`config.mk`:
```
export PLATFORM = sky130hd
export DESIGN_NAME = axil_cmd_master
export DESIGN_NICKNAME = d
export VERILOG_FILES = /design/src/rtl/axil_cmd_master.sv
export SDC_FILE = /design/constraint.sdc
export NUM_CORES = 1
export LEC_CHECK = 0
export BUFFER_PORTS_ARGS = -buffer_cell sky130_fd_sc_hd__buf_2
export CORE_AREA = 4 4 109 111
export CTS_CLUSTER_DIAMETER = 30
export DETAILED_ROUTE_END_ITERATION = 12
export DIE_AREA = 0 0 113 115
export GPL_TIMING_DRIVEN = 0
export PLACE_DENSITY = 0.83
export SLEW_MARGIN = 20
export SYNTH_ARGS = -nofsm -noshare
export SYNTH_HDL_FRONTEND = slang
export SYNTH_SLANG_ARGS = --single-unit
```
`constraint.sdc`:
```
create_clock -name aclk -period 2.47 [get_ports aclk]
set_clock_uncertainty 0.05 [all_clocks]
set_input_delay 0.741 -clock aclk [delete_from_list [all_inputs] [get_ports aclk]]
set_output_delay 0.741 -clock aclk [all_outputs]
set_load 0.05 [all_outputs]
```
`src/rtl/axil_cmd_master.sv`:
```
// axil_cmd_master
//   AXI4-Lite single-outstanding master. Converts a valid/ready command stream
//   into AXI-Lite read or write transactions and returns one response per
//   command (response code plus read data).
//
//   Optional feature macro: AXIL_STATS_EN
//     When defined, adds stat_clr and three saturating STAT_W-bit counters:
//     stat_wr_cnt (B handshakes), stat_rd_cnt (R handshakes) and stat_err_cnt
//     (either handshake with a non-OKAY response). stat_clr wins over increments.
//
//   Ports
//     aclk, arst          clock, synchronous active-high reset
//     cmd_*               command stream in (cmd_ready decodes IDLE)
//     rsp_*               response stream out (registered)
//     busy                high whenever the FSM is not IDLE
//     m_aw*, m_w*, m_b*   AXI-Lite write address / data / response channels
//     m_ar*, m_r*         AXI-Lite read address / data channels
//     stat_*              statistics (AXIL_STATS_EN only)
module axil_cmd_master #(
  parameter int unsigned ADDR_W = 32,
  parameter logic [2:0]  PROT   = 3'b000,
  parameter int unsigned STAT_W = 16
) (
  input  logic              aclk,
  input  logic              arst,
  input  logic              cmd_valid,
  output logic              cmd_ready,
  input  logic              cmd_write,
  input  logic [ADDR_W-1:0] cmd_addr,
  input  logic [31:0]       cmd_wdata,
  input  logic [3:0]        cmd_wstrb,
  output logic              rsp_valid,
  input  logic              rsp_ready,
  output logic              rsp_write,
  output logic [1:0]        rsp_resp,
  output logic [31:0]       rsp_rdata,
  output logic              busy,
`ifdef AXIL_STATS_EN
  input  logic              stat_clr,
  output logic [STAT_W-1:0] stat_wr_cnt,
  output logic [STAT_W-1:0] stat_rd_cnt,
  output logic [STAT_W-1:0] stat_err_cnt,
`endif
  output logic [ADDR_W-1:0] m_awaddr,
  output logic [2:0]        m_awprot,
  output logic              m_awvalid,
  input  logic              m_awready,
  output logic [31:0]       m_wdata,
  output logic [3:0]        m_wstrb,
  output logic              m_wvalid,
  input  logic              m_wready,
  input  logic [1:0]        m_bresp,
  input  logic              m_bvalid,
  output logic              m_bready,
  output logic [ADDR_W-1:0] m_araddr,
  output logic [2:0]        m_arprot,
  output logic              m_arvalid,
  input  logic              m_arready,
  input  logic [31:0]       m_rdata,
  input  logic [1:0]        m_rresp,
  input  logic              m_rvalid,
  output logic              m_rready
);

  if (ADDR_W < 3 || STAT_W < 1) begin : g_param_chk
    $error("axil_cmd_master: ADDR_W must be >= 3 and STAT_W >= 1");
  end

  typedef enum logic [2:0] {
    IDLE,
    WR_REQ,
    WR_RESP,
    RD_REQ,
    RD_RESP,
    RSP
  } state_e;

  state_e            state_q, state_d;
  logic [ADDR_W-1:0] m_awaddr_q, m_awaddr_d;
  logic              m_awvalid_q, m_awvalid_d;
  logic [31:0]       m_wdata_q, m_wdata_d;
  logic [3:0]        m_wstrb_q, m_wstrb_d;
  logic              m_wvalid_q, m_wvalid_d;
  logic              m_bready_q, m_bready_d;
  logic [ADDR_W-1:0] m_araddr_q, m_araddr_d;
  logic              m_arvalid_q, m_arvalid_d;
  logic              m_rready_q, m_rready_d;
  logic              aw_done_q, aw_done_d;
  logic              w_done_q, w_done_d;
  logic              rsp_valid_q, rsp_valid_d;
  logic              rsp_write_q, rsp_write_d;
  logic [1:0]        rsp_resp_q, rsp_resp_d;
  logic [31:0]       rsp_rdata_q, rsp_rdata_d;

  // Word-aligned bus address: low two byte-address bits are always zero.
  logic [ADDR_W-1:0] aligned_addr;
  assign aligned_addr = cmd_addr & ~ADDR_W'(3);

  always_comb begin
    state_d     = state_q;
    m_awaddr_d  = m_awaddr_q;
    m_awvalid_d = m_awvalid_q;
    m_wdata_d   = m_wdata_q;
    m_wstrb_d   = m_wstrb_q;
    m_wvalid_d  = m_wvalid_q;
    m_bready_d  = m_bready_q;
    m_araddr_d  = m_araddr_q;
    m_arvalid_d = m_arvalid_q;
    m_rready_d  = m_rready_q;
    aw_done_d   = aw_done_q;
    w_done_d    = w_done_q;
    rsp_valid_d = rsp_valid_q;
    rsp_write_d = rsp_write_q;
    rsp_resp_d  = rsp_resp_q;
    rsp_rdata_d = rsp_rdata_q;

    unique case (state_q)
      IDLE: begin
        if (cmd_valid) begin
          if (cmd_write) begin
            state_d     = WR_REQ;
            m_awaddr_d  = aligned_addr;
            m_awvalid_d = 1'b1;
            m_wdata_d   = cmd_wdata;
            m_wstrb_d   = cmd_wstrb;
            m_wvalid_d  = 1'b1;
            aw_done_d   = 1'b0;
            w_done_d    = 1'b0;
          end else begin
            state_d     = RD_REQ;
            m_araddr_d  = aligned_addr;
            m_arvalid_d = 1'b1;
          end
        end
      end

      WR_REQ: begin
        if (m_awvalid_q && m_awready) begin
          m_awvalid_d = 1'b0;
          aw_done_d   = 1'b1;
        end
        if (m_wvalid_q && m_wready) begin
          m_wvalid_d = 1'b0;
          w_done_d   = 1'b1;
        end
        // The _d flags fold in this cycle's handshakes, so simultaneous
        // AW/W acceptance moves on without an extra cycle.
        if (aw_done_d && w_done_d) begin
          state_d    = WR_RESP;
          m_bready_d = 1'b1;
        end
      end

      WR_RESP: begin
        if (m_bvalid) begin
          state_d     = RSP;
          m_bready_d  = 1'b0;
          rsp_valid_d = 1'b1;
          rsp_write_d = 1'b1;
          rsp_resp_d  = m_bresp;
          rsp_rdata_d = '0;
        end
      end

      RD_REQ: begin
        if (m_arready) begin
          state_d     = RD_RESP;
          m_arvalid_d = 1'b0;
          m_rready_d  = 1'b1;
        end
      end

      RD_RESP: begin
        if (m_rvalid) begin
          state_d     = RSP;
          m_rready_d  = 1'b0;
          rsp_valid_d = 1'b1;
          rsp_write_d = 1'b0;
          rsp_resp_d  = m_rresp;
          rsp_rdata_d = m_rdata;
        end
      end

      RSP: begin
        if (rsp_ready) begin
          state_d     = IDLE;
          rsp_valid_d = 1'b0;
        end
      end

      default: state_d = IDLE;
    endcase
  end

  always_ff @(posedge aclk) begin
    if (arst) begin
      state_q     <= IDLE;
      m_awaddr_q  <= '0;
      m_awvalid_q <= 1'b0;
      m_wdata_q   <= '0;
      m_wstrb_q   <= '0;
      m_wvalid_q  <= 1'b0;
      m_bready_q  <= 1'b0;
      m_araddr_q  <= '0;
      m_arvalid_q <= 1'b0;
      m_rready_q  <= 1'b0;
      aw_done_q   <= 1'b0;
      w_done_q    <= 1'b0;
      rsp_valid_q <= 1'b0;
      rsp_write_q <= 1'b0;
      rsp_resp_q  <= '0;
      rsp_rdata_q <= '0;
    end else begin
      state_q     <= state_d;
      m_awaddr_q  <= m_awaddr_d;
      m_awvalid_q <= m_awvalid_d;
      m_wdata_q   <= m_wdata_d;
      m_wstrb_q   <= m_wstrb_d;
      m_wvalid_q  <= m_wvalid_d;
      m_bready_q  <= m_bready_d;
      m_araddr_q  <= m_araddr_d;
      m_arvalid_q <= m_arvalid_d;
      m_rready_q  <= m_rready_d;
      aw_done_q   <= aw_done_d;
      w_done_q    <= w_done_d;
      rsp_valid_q <= rsp_valid_d;
      rsp_write_q <= rsp_write_d;
      rsp_resp_q  <= rsp_resp_d;
      rsp_rdata_q <= rsp_rdata_d;
    end
  end

`ifdef AXIL_STATS_EN
  logic [STAT_W-1:0] stat_wr_cnt_q, stat_wr_cnt_d;
  logic [STAT_W-1:0] stat_rd_cnt_q, stat_rd_cnt_d;
  logic [STAT_W-1:0] stat_err_cnt_q, stat_err_cnt_d;
  logic              b_hs, r_hs, err_hs;

  assign b_hs   = (state_q == WR_RESP) && m_bvalid;
  assign r_hs   = (state_q == RD_RESP) && m_rvalid;
  assign err_hs = (b_hs && (m_bresp != 2'b00)) || (r_hs && (m_rresp != 2'b00));

  always_comb begin
    stat_wr_cnt_d  = stat_wr_cnt_q;
    stat_rd_cnt_d  = stat_rd_cnt_q;
    stat_err_cnt_d = stat_err_cnt_q;
    if (stat_clr) begin
      stat_wr_cnt_d  = '0;
      stat_rd_cnt_d  = '0;
      stat_err_cnt_d = '0;
    end else begin
      if (b_hs && (stat_wr_cnt_q != '1)) stat_wr_cnt_d = stat_wr_cnt_q + STAT_W'(1);
      if (r_hs && (stat_rd_cnt_q != '1)) stat_rd_cnt_d = stat_rd_cnt_q + STAT_W'(1);
      if (err_hs && (stat_err_cnt_q != '1)) stat_err_cnt_d = stat_err_cnt_q + STAT_W'(1);
    end
  end

  always_ff @(posedge aclk) begin
    if (arst) begin
      stat_wr_cnt_q  <= '0;
      stat_rd_cnt_q  <= '0;
      stat_err_cnt_q <= '0;
    end else begin
      stat_wr_cnt_q  <= stat_wr_cnt_d;
      stat_rd_cnt_q  <= stat_rd_cnt_d;
      stat_err_cnt_q <= stat_err_cnt_d;
    end
  end

  assign stat_wr_cnt  = stat_wr_cnt_q;
  assign stat_rd_cnt  = stat_rd_cnt_q;
  assign stat_err_cnt = stat_err_cnt_q;
`endif

  assign cmd_ready = (state_q == IDLE);
  assign busy      = (state_q != IDLE);

  assign rsp_valid = rsp_valid_q;
  assign rsp_write = rsp_write_q;
  assign rsp_resp  = rsp_resp_q;
  assign rsp_rdata = rsp_rdata_q;

  assign m_awaddr  = m_awaddr_q;
  assign m_awprot  = PROT;
  assign m_awvalid = m_awvalid_q;
  assign m_wdata   = m_wdata_q;
  assign m_wstrb   = m_wstrb_q;
  assign m_wvalid  = m_wvalid_q;
  assign m_bready  = m_bready_q;
  assign m_araddr  = m_araddr_q;
  assign m_arprot  = PROT;
  assign m_arvalid = m_arvalid_q;
  assign m_rready  = m_rready_q;

endmodule

```
**Yosys cells after proc, flatten, opt, wreduce, memory -nomap -nowiden**

Index checks and enable logic that the tools add are counted.

- Register bits after elaboration: 142
- Bits of input ports: 114
- Output and inout port bits: 149
- Word-level logic and storage cells: 97

- Eq/ne operators: 15
- Mux-type cells: 43
- Bitwise operators: 1
- Reduce and logical (&&, ||, !) cells: 22

Operator list:

| kind | count |
|---|---|
| $mux 32 | 2 |
| $pmux 32 s2 | 1 |
| $mux 1 | 20 |
| $mux 3 | 6 |
| $ne 2x2->1 const B | 9 |
| $pmux 3 s6 | 1 |
| $reduce_and 3->1 | 6 |
| $pmux 1 s2 | 8 |
| $reduce_and 4->1 | 4 |
| $reduce_bool 2->1 | 5 |
| $eq 3x2->1 const B | 2 |
| $eq 3x3->1 const B | 2 |
| $mux 2 | 3 |
| $reduce_and 6->1 | 1 |
| $reduce_bool 3->1 | 2 |
| $pmux 2 s2 | 1 |
| $eq 3x1->1 const B | 1 |
| $logic_and 1x1->1 | 3 |
| $logic_not 3->1 | 1 |
| $pmux 1 s3 | 1 |
| $ne 2x1->1 const B | 1 |
| $not 1->1 | 1 |

**Depth between registers and ports, before layout**

Gate-level depths: netlist of the first run.

- Word-level depth: 6
- Mapped depth: 7
- Mapped depth without buffers: 4

**Worst setup path after synthesis of the first run**

OpenSTA, ideal clock, no wires.

- Kind: register to output
- From: reg state_q[0]
- To: out busy
- Arrival time: 1294 ps
- Setup slack: 385 ps
- Cell stages (with the launch flop): 3
- Path through: dfxtp_1 -> nor3_4 -> inv_1

- Longest elaborated chain between the ends: 1

RTL lines:

| element | RTL line | RTL |
|---|---|---|
| start: declaration | 78 | `state_e state_q, state_d;` |
| start signal: assignment | 214 | `state_q <= state_d;` |
| $reduce_bool 3->1 | 276 | `assign busy = (state_q != IDLE);` |
| end: declaration | 37 | `output logic busy,` |

Every way passes these cells.

**Final worst setup path of the first run**

- From: reg state_q[0]
- To: out cmd_ready

- Longest elaborated chain between the ends: 1

RTL lines:

| element | RTL line | RTL |
|---|---|---|
| $logic_not 3->1 | 275 | `assign cmd_ready = (state_q == IDLE);` |
| end: declaration | 27 | `output logic cmd_ready,` |

Every way passes these cells.

==> metrics.txt, run 1 <==
leakage 0.003410 µW; Setup Fix Bufs, Post-CTS 0; mux cell area share after synthesis 1.003%; global-route wire length before repair 24.21 mm; Initial Util 48.53%; FMAX 429.0 MHz; CTS root buf clkbuf_8; vias per cell 4.956; fin crit share 94.37%; final instance area 0.007318 mm²; count of cell types in the netlist 38; Pre-antenna DRT Iters 5; post-synthesis sequential area ratio 54.28%; Pwr Total 8148 µW; critical path type flop to output pin; GPL Wtd Cong 0.8490; initial antenna violation count 0; crit path max fanout 6; part of the power in registers 33.8%; worst slew pin tran 611.9 ps; fillers 917; status completed; CTS clk-pin slew, worst paths 60 ps; Die Wd 113 µm; clock power share 32.6%; ANT cells 0; CP startpoint kind flop; number of global-route vias before repair 4985; largest family of logic cells by synthesized area simple AND/OR/NAND/NOR gates; Pins Over Slew Limit 0; crit path buf inv count 1; TritonCTS Sinks 142; Final Hold Viols 0; switch share 38.82%; cts repair resizes 0; final setup TNS 0 ps; mapped cell area 0.005238 mm²; xor/xnor share of the synthesized area 0%; grt total ovfl 0; worst vdd ir 0.5279 mV; Worst Path Required 1680 ps; die area 0.01300 mm²; WL final 15.54 mm; syn_area_per_cell 8.340 µm²; worst path cell trace nor3_4 -> buf_2; ys async rst share 0%; top_reg_cell synth dfxtp_1; r2r setup slk 760 ps; number of synthesized flops with an enable pin 0; Setup violations, final 0; top cells by area, synth dfxtp_1, nand2_1, a21oi_1; # IOs 263; Synth area leader dfxtp_1; largest net degree at the start of global routing 17; CTS tree yes; CP Capture Type output pin; vias 5243; register area 0.002843 mm²; Compound-Gate Fraction of Synth Area 17.27%; Post-Synth Adder-Cell Area 0%; critical path arrival 1540 ps; CP max-delay cell dfxtp_1; Core ar. 0.01079 mm²; area grow syn2layout 39.73%; DRC viols 0; final hold slack 399.9 ps; dpl hpwl 11.76 mm; Clock Latency Late Sink 510 ps; Yosys top cell area share 54.28%; final worst path period need 2331 ps; H-Tree Depth 4; pwr dens 1113 mW/mm²; Max Cap Violations 0; layout cells sized above 1 35.40%; Finished Core Util 67.81%; GRT Overall Usage 23.46%; CTS Buf Count 17; Worst Hold Class flop to flop; area taken by multi-input logic gates 0.002062 mm²; Port Buffers 249; Rel. slew slack 59.20%; Rows 38; worst-case clock buffer depth 2; per-cell routed wire length 14.69 µm; Area after DPL 0.006693 mm²; Mapped Cells 628; post-synthesis register bit count 142; crit-path leading delay family flip-flops; die height 115 µm; Warnings, synthesis 0; net switching power 3163 µW; combinational power share 33.6%; final net count 1019; Int Power 4985 µW; Hold Buf Count CTS 0; RSZ-0062 raised after global routing false; CP peak stage delay 390 ps; antenna-violating nets left 0; Synth Area in Simple Gates 20.38%; starting DRC count in detailed routing 470
==> final cells by class <==
type	instances	area share, %
Buffer	58	4.753
Clock buffer	17	5.659
Clock inverter	15	2.889
Inverter	5	0.2565
Multi-Input combinational cell	432	28.18
Sequential cell	142	38.84
Tap cell	140	2.394
Timing Repair Buffer	249	17.03
==> logic make-up (layout without fill, tap and decap cells) <==
group / count (synthesis) / after routing
other cells: 1 / 10
mux: 5 / 5
flops: 142 / 142
compound gates: 155 / 155
buf+inv: 63 / 344
simple gates: 262 / 262
==> worst min-delay path, delay by kind of cell, from the launching register on <==
| kind | cells | cell delay, ps |
|---|---|---|
| and+or+nand+nor | 1 | 50 |
| DFF | 1 | 310 |
| AOI/OAI and AO/OA | 1 | 50 |
==> power groups by stage <==
stage	combinational, µW	clock, µW	sequential [µW]
2_1_floorplan	1180	0	3670
3_3_place_gp	2710	0	2790
3_5_place_dp	2740	0	2800
4_1_cts	2750	2700	2750
5_1_grt	2920	2830	2790
6_report	2740	2660	2750
==> routing by layer <==
layer	global-route usage, %	wire [µm]	part of all wire, %
met1	26.25	6206	40
met2	41.47	7712	50
met3	8.474	1400	9.0
met4	8.013	225	1.4
met5	0	0	0
==> path summary, 6_finish.rpt <==
kind                                 start                        to  depth (start not counted)
hold / removal    m_wdata[30]$_SDFFE_PP0P_  m_wdata[30]$_SDFFE_PP0P_                          2
setup / recovery   state_q[0]$_SDFFE_PP0P_                 cmd_ready                          2
setup reg to reg   state_q[1]$_SDFFE_PP0P_  rsp_resp[0]$_SDFFE_PP0P_                          5
hold reg to reg   m_wdata[30]$_SDFFE_PP0P_  m_wdata[30]$_SDFFE_PP0P_                          2
==> synthesized netlist by cell type, types with 2 or more instances <==
master / count
mux2_2: 2
mux2i_1: 3
dfxtp_1: 142
clkbuf_1: 21
a22oi_1: 32
buf_6: 7
a31oi_1: 4
nor2_1: 42
buf_4: 16
a21oi_1: 104
nand2_1: 195
nor3_1: 5
inv_1: 5
nor2b_1: 2
a21o_1: 3
o21ai_0: 4
and3b_1: 2
nand3_1: 4
nand3b_1: 3
buf_2: 14
==> flip-flops by register name, indices dropped and copies added, names as in the netlist <==
register   count
m_wstrb        4
m_wdata       32
w_done_q       1
m_araddr      30
rsp_valid      1
m_wvalid       1
state_q        3
rsp_resp       2
m_awvalid      1
aw_done_q      1
rsp_write      1
m_awaddr      30
m_rready       1
m_arvalid      1
m_bready       1
rsp_rdata     32
==> cell usage in the layout (no fill, tap or decap), types with 5 or more instances in the layout <==
cell	n
buf_2	263
nand2_1	195
dfxtp_1	142
a21oi_1	104
nor2_1	42
a22oi_1	32
clkbuf_1	21
buf_4	16
clkbuf_16	16
conb_1	10
buf_6	7
inv_1	5
nor3_1	5
==> through the flow <==
| step | cells | worst slack, ps |
|---|---|---|
| floorplan | 637 | 385.1 |
| global placement | 1026 | 107.5 |
| detailed placement | 1026 | 44.20 |
| CTS | 1058 | 127.7 |
| global route | 1058 | 74.08 |
| finish | 1058 | 139.1 |
Note: power is estimated with default switching activity, not from simulation.
==> run 2, diff against run 1 <==
--- a/config.mk
+++ b/config.mk
@@ -5,13 +5,14 @@
 export SDC_FILE = /design/constraint.sdc
 export NUM_CORES = 1
 export LEC_CHECK = 0
+export ABC_AREA = 1
 export BUFFER_PORTS_ARGS = -buffer_cell sky130_fd_sc_hd__buf_2
-export CORE_AREA = 4 4 109 111
+export CORE_AREA = 2 2 108 110
 export CTS_CLUSTER_DIAMETER = 30
 export DETAILED_ROUTE_END_ITERATION = 12
-export DIE_AREA = 0 0 113 115
+export DIE_AREA = 0 0 110 112
 export GPL_TIMING_DRIVEN = 0
-export PLACE_DENSITY = 0.83
+export PLACE_DENSITY = 0.84
 export SLEW_MARGIN = 20
 export SYNTH_ARGS = -nofsm -noshare
 export SYNTH_HDL_FRONTEND = slang
==> run 2 against run 1 <==
  * Largest power group is now combinational logic
  * Clock power is 7% lower
  * Synthesized cell count is 9.4% higher
  * Register-to-register slack better by 30 ps
  * Sequential cell count stayed put
  * Via count is 7.2% higher
  * Critical path depth is 3 higher
  * Routed wire length is 3.0% higher
  * Area after synthesis is 3.0% higher
  * First-iteration DRC count is 29% lower
  * Largest cell class unchanged
  * Design area is 1.5% higher
  * Critical path type unchanged
  * Worst setup slack worse by 23 ps
  * Critical endpoint unchanged
==> metrics.txt, run 2 <==
status completed; Setup Fix Bufs, Post-CTS 0 (unchanged); Initial Util 48.29% (-0.24 points); antenna-violating nets left 0 (unchanged); placed insts 1088 (+6.0%); top_reg_cell synth dfxtp_1; final net count 1077 (+5.7%); Finished Core Util 66.47% (-1.3 points); H-Tree Depth 4 (unchanged); RSZ-0062 raised after global routing false; ys async rst share 0% (unchanged); Worst Path Required 1680 ps (about the same); CTS tree yes; final worst path period need 2354 ps (+23.18 ps); Warnings, synthesis 0 (unchanged); most frequent cells in the layout buf_2, nand2_1, dfxtp_1; DRC viols 0 (unchanged); # IOs 263 (unchanged); DR top layer met4; crit path max fanout 14 (+8); Worst path depth 5 (+3); Non-Filler Instances 1119 (+5.8%); fin crit share 95.30% (+0.94 points); Clock Latency Late Sink 410 ps (-100 ps); FMAX 424.8 MHz (-0.98%); Hold Buf Count CTS 0 (unchanged); most common library cells after synthesis nand2_1, dfxtp_1, a21oi_1; global-route wire length before repair 25.27 mm (+4.4%); Port Buffers 249 (unchanged); worst vdd ir 0.7162 mV (+36%); leakage 0.003565 µW (+4.6%); GPL Wtd Cong 0.8675 (+2.2%); CP startpoint kind flop; die height 112 µm (-2.6%); most common cell after layout, fill and taps aside buf_2; hold depth 2 (unchanged); critical path arrival 1560 ps (+20 ps); worst slew pin tran 743.3 ps (+131.3 ps); per-cell routed wire length 14.31 µm (-2.6%); area grow syn2layout 37.63%; CTS root buf clkbuf_16; Pre-antenna DRT Iters 5 (unchanged); number of global-route vias before repair 5240 (+5.1%); CP peak stage delay 340 ps (-50 ps); met3 WL 1.294 mm (-7.6%); CTS clk-pin slew, worst paths 60 ps (about the same); critical path type flop to output pin; Core ar. 0.01117 mm² (+3.5%); WL final 16.02 mm (+3.0%); Rel. slew slack 50.45% (-8.8 points); Die Wd 110 µm (-2.7%); initial antenna violation count 0 (unchanged); ANT cells 0 (unchanged); Worst Hold Class flop to flop; syn_area_per_cell 7.855 µm² (-5.8%); most frequent cell after synthesis nand2_1; grt total ovfl 0 (unchanged); Synth area leader dfxtp_1; starting DRC count in detailed routing 335 (-29%); Worst R2R Path Depth 9 (+4); crit-path leading delay family buffers and inverters; Pins Over Slew Limit 0 (unchanged); Setup violations, final 0 (unchanged); GRT Overall Usage 26.07% (+2.6 points); CP max-delay cell dfxtp_1; Yosys top cell area share 52.68% (-1.6 points); number of synthesized flops with an enable pin 0 (unchanged); wire length on met1 6.593 mm (+6.2%); CP Capture Type output pin; TritonCTS Sinks 142 (unchanged); layout cells sized above 1 34.22% (-1.2 points); die area 0.01232 mm² (-5.2%); final setup TNS 0 ps (unchanged); top cells by area, synth dfxtp_1, nand2_1, a21oi_1; CTS Buf Count 17 (unchanged); vias per cell 5.023 (+1.4%); vias 5621 (+7.2%); count of cell types in the netlist 28 (-26%); crit path buf inv count 3 (+2); met2 WL post-DR 7.650 mm (-0.80%); Max Cap Violations 0 (unchanged); Mapped Cells 687 (+9.4%); post-synthesis register bit count 142 (unchanged); post-synthesis sequential area ratio 52.68% (-1.6 points); Final Hold Viols 0 (unchanged); pwr dens 1104 mW/mm² (-0.85%); worst-case clock buffer depth 2 (unchanged); Rows 39 (+2.6%); dpl hpwl 11.66 mm (-0.88%); mapped cell area 0.005396 mm² (+3.0%); worst path cell trace buf_6 -> nor2_8 -> nand2_4 -> clkinv_2 -> buf_4; largest net degree at the start of global routing 17 (unchanged)
[run 2: changes by cell type after synthesis, sizes merged, moves of 6 or more]
cell / before / now
nand2: 195 / 166
nor2: 42 / 78
a21oi: 104 / 110
a22oi: 32 / 0
nand3: 4 / 76
inv: 5 / 15
o21ai: 4 / 33
[run 2: worst register-to-register path, stage by stage, from the launching register on]
cell and delay (ps):
dfxtp_1 340, buf_6 170, nor2_8 60, nand2_4 80, clkinv_2 220, nand2_4 190
buf_6 160, buf_6 150, nand2_1 50, a21oi_1 130
[run 2: repair_timing]
item,4_1_cts,5_1_grt
resized for setup,1,2
endpoints found under the setup margin,1,1
endpoints found under the hold margin,0,0
gates cloned,0,0
[run 2: final timing paths]
check | start | to | slack, ps
worst max register to register | state_q[2]$_SDFFE_PP0P_ | m_awaddr[17]$_SDFFE_PP0P_ | 790
worst min register to register | m_wdata[8]$_SDFFE_PP0P_ | m_wdata[8]$_SDFFE_PP0P_ | 410
worst max-delay path | state_q[2]$_SDFFE_PP0P_ | cmd_ready | 120
worst min-delay path | m_wdata[8]$_SDFFE_PP0P_ | m_wdata[8]$_SDFFE_PP0P_ | 410
[run 2: power by group]
group          internal (µW)  switching (µW)  total, µW
logic                    779            2210       2990
clock network           1560             911       2470
registers               2590             152       2740
total                   4930            3270       8200
[run 2: logic make-up after synthesis]
logic type | share of synthesized area, %
compound gates | 13.66
buf+inv | 7.605
flops | 52.68
other cells | 0.06949
simple gates | 25.99
[run 2: area by class of cell]
type | count | area [µm²]
Fill cell | 989 | 3747
Sequential cell | 142 | 2844
Multi-Input combinational cell | 479 | 2177
Timing Repair Buffer | 249 | 1249
Clock buffer | 26 | 489.2
Buffer | 59 | 346.6
Tap cell | 143 | 178.9
Clock inverter | 6 | 82.58
Inverter | 15 | 60.06
[run 2: layer usage]
| metal | global-route usage, % | vias to the layer above |
|---|---|---|
| li1 | - | 2788 |
| met1 | 31.69 | 2573 |
| met2 | 42.21 | 219 |
| met3 | 7.728 | 41 |
| met4 | 11.56 | 0 |
| met5 | 0 | - |
[run 2: through the flow]
stage                     worst slack [ps]  hold slack [ps]  area [µm²]  power (µW)
after floorplan                      534.6            383.0        5430        5027
after global placement               277.8            390.4        6855        5719
after detailed placement             217.0            398.7        6855        5751
after CTS                            50.14            407.2        7425        8226
after global routing                 23.14            418.7        7427        8583
final                                116.0            405.6        7427        8199
==> run 3, diff against run 2 <==
--- a/config.mk
+++ b/config.mk
@@ -12,8 +12,9 @@
 export DETAILED_ROUTE_END_ITERATION = 12
 export DIE_AREA = 0 0 110 112
 export GPL_TIMING_DRIVEN = 0
-export PLACE_DENSITY = 0.84
+export PLACE_DENSITY = 0.95
 export SLEW_MARGIN = 20
 export SYNTH_ARGS = -nofsm -noshare
 export SYNTH_HDL_FRONTEND = slang
 export SYNTH_SLANG_ARGS = --single-unit
+export TNS_END_PERCENT = 1
==> run 3 against run 2 <==
  * Fmax decreased by 0.52%
  * Design area rose by 0.93%
  * Combinational power about the same
  * First-iteration DRC count is 23% higher
  * Global-route usage increased by 0.24 points
  * Non-clock buffer count did not move
  * Sequential share of layout area down 0.35 points
  * Sequential power about the same
  * Utilization is 0.62 points higher
  * Power rose by 3.6%
  * Die area is the same
  * Sequential cell count did not move
  * Critical path type unchanged
  * Critical endpoint unchanged
  * Largest cell class unchanged
==> metrics.txt, run 3 (same netlist as run 2, synthesis figures left out) <==
hold path endpoint rsp_rdata[2]$_SDFFE_PP0P_; DP Worst Slack 253.8 ps (+36.85 ps); RR Startpoint state_q[2]$_SDFFE_PP0P_; Hold Buf Count CTS 0 (unchanged); critical register-to-register path endpoint m_araddr[8]$_SDFFE_PP0P_; pwr dens 1133 mW/mm² (+2.6%); CTS root buf clkbuf_16; GRT Overall Usage 26.32% (+0.24 points); final worst path period need 2366 ps (+12.40 ps); r2r setup slk 750 ps (-40 ps); initial antenna violation count 0 (unchanged); Setup violations, final 0 (unchanged); most frequent cells in the layout buf_2, nand2_1, dfxtp_1; global-route wire length before repair 25.30 mm (+0.14%); Rel. slew slack 56.45% (+6.0 points); Worst Path Required 1680 ps (about the same); GPL Wtd Cong 0.8625 (-0.58%); crit-path leading delay family buffers and inverters; largest net degree at the start of global routing 17 (unchanged); vias per cell 5.036 (+0.25%); Die Wd 110 µm (unchanged); crit path buf inv count 3 (unchanged); FMAX 422.6 MHz (-0.52%); min-delay src rsp_rdata[2]$_SDFFE_PP0P_; starting DRC count in detailed routing 411 (+23%); Pwr Total 8492 µW (+3.6%); Clock Latency Late Sink 400 ps (about the same); RSZ-0062 raised after global routing false; final instance area 0.007496 mm² (+0.93%); CTS Buf Count 17 (unchanged); WL final 16.55 mm (+3.3%); Port Buffers 249 (unchanged); critical path type flop to output pin; per-cell routed wire length 14.80 µm (+3.4%); Max Cap Violations 0 (unchanged); leakage 0.003594 µW (+0.82%); Pins Over Slew Limit 0 (unchanged); dpl hpwl 12.07 mm (+3.5%); slack of the critical path 103.6 ps (-12.41 ps); CTS tree yes; worst path cell trace buf_6 -> nor2_8 -> nand2_4 -> clkinv_2 -> buf_4; Rows 39 (unchanged); Worst Hold Class flop to flop; hold depth 2 (unchanged); CP peak stage delay 350 ps (about the same); fin crit share 95.81% (+0.50 points); crit path max fanout 14 (unchanged); final net count 1077 (unchanged); Core ar. 0.01117 mm² (unchanged); DRC viols 0 (unchanged); status completed; TritonCTS Sinks 142 (unchanged); grt total ovfl 0 (unchanged); Pre-antenna DRT Iters 6 (+1); CP max-delay cell dfxtp_1; H-Tree Depth 4 (unchanged); die area 0.01232 mm² (unchanged); worst slew pin tran 653.2 ps (-90.08 ps); worst vdd ir 0.6368 mV (-11%); area grow syn2layout 38.91%; fillers 923 (-6.7%); Worst R2R Path Depth 7 (-2); most common cell after layout, fill and taps aside buf_2; antenna-violating nets left 0 (unchanged); CTS clk-pin slew, worst paths 60 ps (about the same); layout cells sized above 1 34.70% (+0.48 points); CP Capture Type output pin; # IOs 263 (unchanged); Initial Util 48.29% (unchanged); number of global-route vias before repair 5072 (-3.2%); critical path arrival 1580 ps (+20 ps); Final Hold Viols 0 (unchanged); final setup TNS 0 ps (unchanged); Setup Fix Bufs, Post-CTS 0 (unchanged); CP startpoint kind flop; worst-case clock buffer depth 2 (unchanged); die height 112 µm (unchanged); Area after DPL 0.006855 mm² (unchanged); vias 5630 (+0.16%)
==> run 3: changes by cell type in the layout (fill, tap and decap cells not counted), sizes merged <==
cell	before	now
clkbuf	44	39
diode	0	1
clkinv	4	3
bufinv	2	4
inv	14	15
clkinvlp	1	2
==> run 3: worst max path at each step <==
stage                                  startpoint                        end  slack [ps]  cells past startpoint
after detailed placement                     arst  m_awaddr[25]$_SDFFE_PP0P_         250                      4
after CTS                 state_q[2]$_SDFFE_PP0P_                  cmd_ready          50                      5
after floorplan           state_q[2]$_SDFFE_PP0P_                  cmd_ready         530                      5
final                     state_q[2]$_SDFFE_PP0P_                  cmd_ready         100                      5
after global routing      state_q[2]$_SDFFE_PP0P_                  cmd_ready          20                      5
after global placement                       arst  m_awaddr[19]$_SDFFE_PP0P_         320                      4
==> run 3: power breakdown <==
group          total, µW  switching (µW)  leakage [µW]  internal (µW)
sequential          2740             153       0.00115           2590
clock               2750             955      0.000308           1790
combinational       3010            2230       0.00213            779
==> run 3: final cells by class <==
| cell class | count | area (µm²) | share of cell area (%) |
|---|---|---|---|
| Tap cell | 143 | 178.9 | 2.387 |
| Timing Repair Buffer | 249 | 1249 | 16.66 |
| Multi-Input combinational cell | 479 | 2177 | 29.04 |
| Antenna cell | 1 | 2.502 | 0.03338 |
| Inverter | 15 | 60.06 | 0.8012 |
| Clock inverter | 9 | 157.7 | 2.103 |
| Buffer | 59 | 346.6 | 4.624 |
| Sequential cell | 142 | 2844 | 37.94 |
| Clock buffer | 21 | 480.5 | 6.410 |
==> run 3: metrics by stage <==
step                hold slack, ps  cells  utilization [%]
floorplan                    383.0    696                -
global placement             392.9   1088            61.35
detailed placement           396.7   1088            61.35
CTS                          405.7   1117            67.04
global route                 419.5   1117            67.06
finish                       403.1   1118            67.08
==> run 3: worst register-to-register path, cell delays in order (launching register included) <==
cell,delay [ps]
dfxtp_1,320
buf_6,150
nor2_8,130
nand2_4,80
nor3_4,210
clkbuf_1,390
o21ai_0,170
nor2_1,140
==> run 3: metal layers <==
| layer | part of all wire, % | routed length, µm | global-route usage, % |
|---|---|---|---|
| met3 | 7.4 | 1220 | 6.909 |
| met2 | 50 | 8204 | 44.50 |
| met1 | 41 | 6849 | 31.92 |
| met4 | 1.7 | 276 | 9.198 |
| met5 | 0 | 0 | 0 |
==> run 3: timing repair <==
item / in CTS / in global routing
setup endpoints to repair: 1 / 1
endpoints found under the hold margin: 0 / 0
resized for setup: 1 / 2
